File: src/rtl/gpio_seq_pkg.sv
// Shared definitions for the GPIO write sequencer: register map, FSM states, table geometry.
// Optional feature macro: GPIO_SEQ_LOOP_EN (enables the CTRL Loop bit).
package gpio_seq_pkg;

    localparam int unsigned TABLE_DEPTH = 8;
    localparam int unsigned IDX_W       = 3;

    localparam logic [3:0] REG_CTRL       = 4'd0;
    localparam logic [3:0] REG_INTERVAL   = 4'd1;
    localparam logic [3:0] REG_TARGET     = 4'd2;
    localparam logic [3:0] REG_STATUS     = 4'd3;
    localparam logic [3:0] REG_TABLE_BASE = 4'd8;

    typedef enum logic [1:0] {
        ST_IDLE  = 2'd0,
        ST_WAIT  = 2'd1,
        ST_ISSUE = 2'd2
    } seq_state_t;

    function automatic logic [7:0] sat_inc8(input logic [7:0] v);
        return (v == 8'hFF) ? v : v + 8'd1;
    endfunction

endpackage

File: src/rtl/gpio_seq_table.sv
// 8x16 sequence table: one write port, combinational host and sequencer read ports.
// Contents are intentionally not reset.
module gpio_seq_table
    import gpio_seq_pkg::*;
(
    input  logic             clk,
    input  logic             we,
    input  logic [IDX_W-1:0] waddr,
    input  logic [15:0]      wdata,
    input  logic [IDX_W-1:0] haddr,
    output logic [15:0]      hdata,
    input  logic [IDX_W-1:0] saddr,
    output logic [15:0]      sdata
);

    logic [15:0] mem [TABLE_DEPTH];

    always_ff @(posedge clk) begin
        if (we) mem[waddr] <= wdata;
    end

    assign hdata = mem[haddr];
    assign sdata = mem[saddr];

endmodule

File: src/rtl/gpio_seq_arb.sv
// GPIO port arbiter: host accesses pass straight through; a timed sequencer replays TABLE writes
// to TARGET when the host is quiet. Optional macro GPIO_SEQ_LOOP_EN enables CTRL.Loop.
module gpio_seq_arb
    import gpio_seq_pkg::*;
(
    input  logic        Clk,
    input  logic        ResetN,
    input  logic [3:0]  HostAddr,
    input  logic [15:0] HostDataWr,
    input  logic        HostEn,
    input  logic        SeqEn,
    input  logic        HostRd,
    input  logic        HostWr,
    output logic [15:0] HostDataRd,
    output logic [3:0]  GAddr,
    output logic [15:0] GDataWr,
    output logic        GEn,
    output logic        GRd,
    output logic        GWr,
    input  logic [15:0] GDataRd,
    output logic        Done
);

    seq_state_t       state;
    logic             run;
    logic             loop;
    logic [2:0]       last;
    logic [IDX_W-1:0] index;
    logic [15:0]      interval;
    logic [15:0]      cnt;
    logic [3:0]       target;
    logic [7:0]       defer;
    logic             busy;

    logic             host_acc;
    logic             seq_wr;
    logic             ctrl_wr;
    logic             abort;
    logic             issue;
    logic [15:0]      tbl_host;
    logic [15:0]      tbl_seq;
    logic [15:0]      seq_rdata;

    assign host_acc = HostEn & (HostRd | HostWr);
    assign seq_wr   = SeqEn & HostWr;
    assign ctrl_wr  = seq_wr & (HostAddr == REG_CTRL);
    assign abort    = ctrl_wr & ~HostDataWr[0];
    // A Run=0 write suppresses the issue in its own cycle, same as a host access.
    assign issue    = (state == ST_ISSUE) & ~host_acc & ~abort;
    assign busy     = (state != ST_IDLE);

    gpio_seq_table u_table (
        .clk   (Clk),
        .we    (seq_wr & (HostAddr >= REG_TABLE_BASE)),
        .waddr (HostAddr[IDX_W-1:0]),
        .wdata (HostDataWr),
        .haddr (HostAddr[IDX_W-1:0]),
        .hdata (tbl_host),
        .saddr (index),
        .sdata (tbl_seq)
    );

`ifdef GPIO_SEQ_LOOP_EN
    always_ff @(posedge Clk or negedge ResetN) begin
        if (!ResetN)      loop <= 1'b0;
        else if (ctrl_wr) loop <= HostDataWr[1];
    end
`else
    assign loop = 1'b0;
`endif

    always_ff @(posedge Clk or negedge ResetN) begin
        if (!ResetN) begin
            state    <= ST_IDLE;
            run      <= 1'b0;
            last     <= '0;
            interval <= '0;
            target   <= '0;
            index    <= '0;
            cnt      <= '0;
            defer    <= '0;
            Done     <= 1'b0;
        end else begin
            Done <= 1'b0;
            if (seq_wr && HostAddr == REG_INTERVAL) interval <= HostDataWr;
            if (seq_wr && HostAddr == REG_TARGET)   target   <= HostDataWr[3:0];
            if (ctrl_wr)                            last     <= HostDataWr[6:4];
            if (seq_wr && HostAddr == REG_STATUS)
                defer <= '0;
            else if (state == ST_ISSUE && host_acc && !abort)
                defer <= sat_inc8(defer);

            if (abort) begin
                run   <= 1'b0;
                state <= ST_IDLE;
            end else begin
                case (state)
                    ST_IDLE: begin
                        if (ctrl_wr && HostDataWr[0]) begin
                            run   <= 1'b1;
                            index <= '0;
                            cnt   <= interval;
                            state <= ST_WAIT;
                        end
                    end
                    ST_WAIT: begin
                        if (cnt == '0) state <= ST_ISSUE;
                        else           cnt   <= cnt - 16'd1;
                    end
                    ST_ISSUE: begin
                        if (issue) begin
                            if (index != last) begin
                                index <= index + 3'd1;
                                cnt   <= interval;
                                state <= ST_WAIT;
                            end else if (loop) begin
                                index <= '0;
                                cnt   <= interval;
                                state <= ST_WAIT;
                            end else begin
                                run   <= 1'b0;
                                Done  <= 1'b1;
                                state <= ST_IDLE;
                            end
                        end
                    end
                    default: state <= ST_IDLE;
                endcase
            end
        end
    end

    always_comb begin
        seq_rdata = '0;
        if (HostAddr >= REG_TABLE_BASE) begin
            seq_rdata = tbl_host;
        end else begin
            case (HostAddr)
                REG_CTRL:     seq_rdata = {9'b0, last, 2'b0, loop, run};
                REG_INTERVAL: seq_rdata = interval;
                REG_TARGET:   seq_rdata = {12'b0, target};
                REG_STATUS:   seq_rdata = {defer, 1'b0, index, 3'b0, busy};
                default:      seq_rdata = '0;
            endcase
        end
    end

    always_comb begin
        HostDataRd = '0;
        if (HostEn)     HostDataRd = GDataRd;
        else if (SeqEn) HostDataRd = seq_rdata;
    end

    always_comb begin
        GAddr   = '0;
        GDataWr = '0;
        GEn     = 1'b0;
        GRd     = 1'b0;
        GWr     = 1'b0;
        if (host_acc) begin
            GAddr   = HostAddr;
            GDataWr = HostDataWr;
            GEn     = 1'b1;
            GRd     = HostRd;
            GWr     = HostWr;
        end else if (issue) begin
            GAddr   = target;
            GDataWr = tbl_seq;
            GEn     = 1'b1;
            GWr     = 1'b1;
        end
    end

endmodule

File: config.mk
export PLATFORM = sky130hd
export DESIGN_NAME = gpio_seq_arb
export DESIGN_NICKNAME = d
export VERILOG_FILES = /design/src/rtl/gpio_seq_pkg.sv /design/src/rtl/gpio_seq_table.sv /design/src/rtl/gpio_seq_arb.sv
export SDC_FILE = /design/constraint.sdc
export NUM_CORES = 1
export LEC_CHECK = 0
export BUFFER_PORTS_ARGS = -buffer_cell sky130_fd_sc_hd__clkbuf_2
export CAP_MARGIN = 10
export CORE_ASPECT_RATIO = 0.8
export CORE_UTILIZATION = 43
export DETAILED_ROUTE_END_ITERATION = 8
export PLACE_DENSITY = 0.59
export SLEW_MARGIN = 15
export SYNTH_ARGS = -nofsm -noshare
export SYNTH_HDL_FRONTEND = slang
export SYNTH_HIERARCHICAL = 1
export SYNTH_SLANG_ARGS = --single-unit
File: constraint.sdc
create_clock -name Clk -period 3.5 [get_ports Clk]
set_input_delay 0.7 -clock Clk [delete_from_list [all_inputs] [get_ports Clk]]
set_output_delay 0.7 -clock Clk [all_outputs]
set_load 0.02 [all_outputs]
==> flow_summary.json <==
{
  "hold_viol_final": 0,
  "syn_to_final_growth_pct": 16.8,
  "vias": 6709,
  "synth-edff-count": 128,
  "yosys_warnings": 6,
  "slew_headroom_pct": 34.1,
  "cts_buffers": 17,
  "fin_ws_ps": 246,
  "cts_hold_buf": 0,
  "pin_count": 82,
  "seq_area_frac_synth_pct": 53.9,
  "gp_congestion": 0.931,
  "slowest_stage": "dfrtp_2",
  "dpl.hpwl_mm": 17.7,
  "cts_tree": "done",
  "leakagePower_uw": 0.00427,
  "drt-pass1-iter-count": 5,
  "startpoint_type": "register",
  "crit_path_max_incr_delay_ps": 580,
  "ys_types": 61,
  "start_util_pct": 44.3,
  "period_share_pct": 93.0,
  "grt_overflow": 0,
  "fp-row-count": 48,
  "dp_slack_ps": 265,
  "yosys_register_bits": 182,
  "syn_area_mm2": 0.00963,
  "crit_chain": "buf_4, mux4_1, mux2_2, nand2_1, o21ai_0, clkbuf_2",
  "die_h_um": 136,
  "r2r-end": "cnt[6]$_DFFE_PN0P_",
  "synth_fp_nets": 739,
  "nets": 844,
  "initialDrtViolationCount": 576,
  "status": "finished clean",
  "synth.avg_cell_area_um2": 13.9,
  "drv_cap": 0,
  "root_buffer": "clkbuf_16",
  "hold_class": "in -> async",
  "worstReg2RegStart": "cnt[0]$_DFFE_PN0P_",
  "drive_above_1_share_pct": 28.6,
  "critical_path_class": "reg -> out",
  "ir_worst_vdd_v": 0.000342,
  "via_per_inst": 6.03,
  "setup_viol": 0,
  "drt-total-wl_mm": 25.3,
  "postLayoutCoreUtil_pct": 51.7,
  "final_cell_mix": "edfxtp_1 (128), nand2_1 (85), clkbuf_2 (81), o21ai_0 (56), mux4_1 (56)",
  "cp_max_fo": 13,
  "fmax_ghz": 0.307,
  "final_antenna_net_count": 0,
  "period_minus_slack_ps": 3250,
  "fin_worst_skew_ps": 10.4,
  "arrival_ps": 2550,
  "cts-htree-levels": 4,
  "drcViolationCount": 0,
  "cts.path.max_buffers": 2,
  "final_common_cell": "edfxtp_1",
  "coreArea_mm2": 0.0217,
  "die_w_um": 169,
  "die-area_mm2": 0.0230,
  "rsz0062_at_grt": "false",
  "grt_max_degree": 38,
  "synthCells": 694,
  "post_cts.repair.setup_buffers": 0,
  "rr_worst_depth": 9,
  "grtUsageTotal_pct": 23.3,
  "grt_antenna_before_repair": 0,
  "clkLatencyLatePin_ps": 420,
  "hold_slack_ps": 421,
  "worst_pin_slew_ps": 989,
  "p_per_area_mw_per_mm2": 530,
  "path_clk_slew_ps": 70,
  "cts.sinks": 182,
  "grt_pass1_wl_mm": 39.3,
  "ys.flop_type": "edfxtp_1",
  "first_global_vias": 6662,
  "synthArstFlopShare_pct": 29.7,
  "cp.required_ps": 2800,
  "finalSetupTns_ps": 0,
  "drv_slew": 0,
  "routedWlPerCell_um": 22.8,
  "cp-end-kind": "primary output",
  "diodes": 0,
  "p_total_uw": 5960,
  "r2r_slack_ps": 860,
  "port_buffers": 81,
  "ctsResizeCount": 0
}
==> where the power goes <==
group	total [µW]	switching [µW]	internal (µW)
clock	2010	866	1140
combinational	1270	734	537
sequential	2680	197	2480
total	5960	1800	4160
==> area by class of cell <==
class / instances / area, µm²
fill: 1869 / 10500
sequential: 182 / 5200
multi-input combinational: 462 / 4210
timing repair buffer: 128 / 821
clock buffer: 17 / 425
tap: 300 / 375
clock inverter: 15 / 189
inverter: 8 / 30.0
==> per-stage QoR <==
stage / instances / area [µm²]
final: 1112 / 11200
after global routing: 1112 / 11200
after CTS: 1112 / 11200
after detailed placement: 1080 / 10600
after global placement: 1080 / 10600
after floorplan: 694 / 9630
==> logic make-up (layout without fill, tap and decap cells) <==
| family | count (synthesis) | after routing | synth area share, % |
|---|---|---|---|
| compound gates | 126 | 126 | 8.07 |
| xor+xnor | 10 | 10 | 0.909 |
| fa+ha+maj | 3 | 3 | 0.390 |
| buf+inv | 50 | 168 | 2.66 |
| flops | 182 | 182 | 53.9 |
| mux | 128 | 128 | 24.6 |
| simple gates | 195 | 195 | 9.43 |
==> cell usage after synthesis, types with 6 or more instances <==
master	count	area, µm²
edfxtp_1	128	3840
nand2_1	85	319
mux4_1	56	1470
o21ai_0	56	280
dfrtp_1	54	1350
mux2_2	52	586
nor2_1	38	143
a21oi_1	25	125
clkbuf_1	23	86.3
nand3_1	16	80.1
nor3_1	15	75.1
mux2i_1	11	110
xnor2_1	10	87.6
mux4_2	9	203
buf_6	8	90.1
inv_1	8	30.0
a22oi_1	7	52.6
a31oi_1	7	43.8
nor4_1	7	43.8
and3_1	6	37.5
buf_1	6	22.5
==> state kept, by name, summed over array words and instances, names as in the netlist <==
signal,cells
Done,1
run,1
defer,8
last,3
u_table/mem,128
interval,16
target,4
index,3
state,2
cnt,16
==> worst max path at each step <==
stage | startpoint | end | slack (ps) | depth (start not counted)
finish | index[0]$_DFFE_PN0P_ | GDataWr[15] | 250 | 6
global route | index[0]$_DFFE_PN0P_ | GDataWr[15] | 150 | 6
CTS | index[0]$_DFFE_PN0P_ | GDataWr[15] | 230 | 6
detailed placement | HostAddr[0] | HostDataRd[5] | 270 | 7
global placement | HostAddr[0] | HostDataRd[5] | 270 | 7
floorplan | HostAddr[3] | u_table/mem[0][0]$_DFFE_PP_ | 410 | 5
==> worst max-delay path, delay by kind of cell (launching register included) <==
family	cells	cell delay, ps
simple gates	1	80
flops	1	580
compound gates	1	110
buf+inv	2	480
mux	2	870
==> per-layer routing <==
metal / GRT usage (%) / vias to the layer above / part of all wire, %
met5: 0 / - / 0
met4: 5.86 / 0 / 1.4
met3: 3.96 / 28 / 6.6
met2: 38.0 / 286 / 48
met1: 32.7 / 3400 / 44
li1: - / 2995 / -
Note: power is estimated with default switching activity, not from simulation.
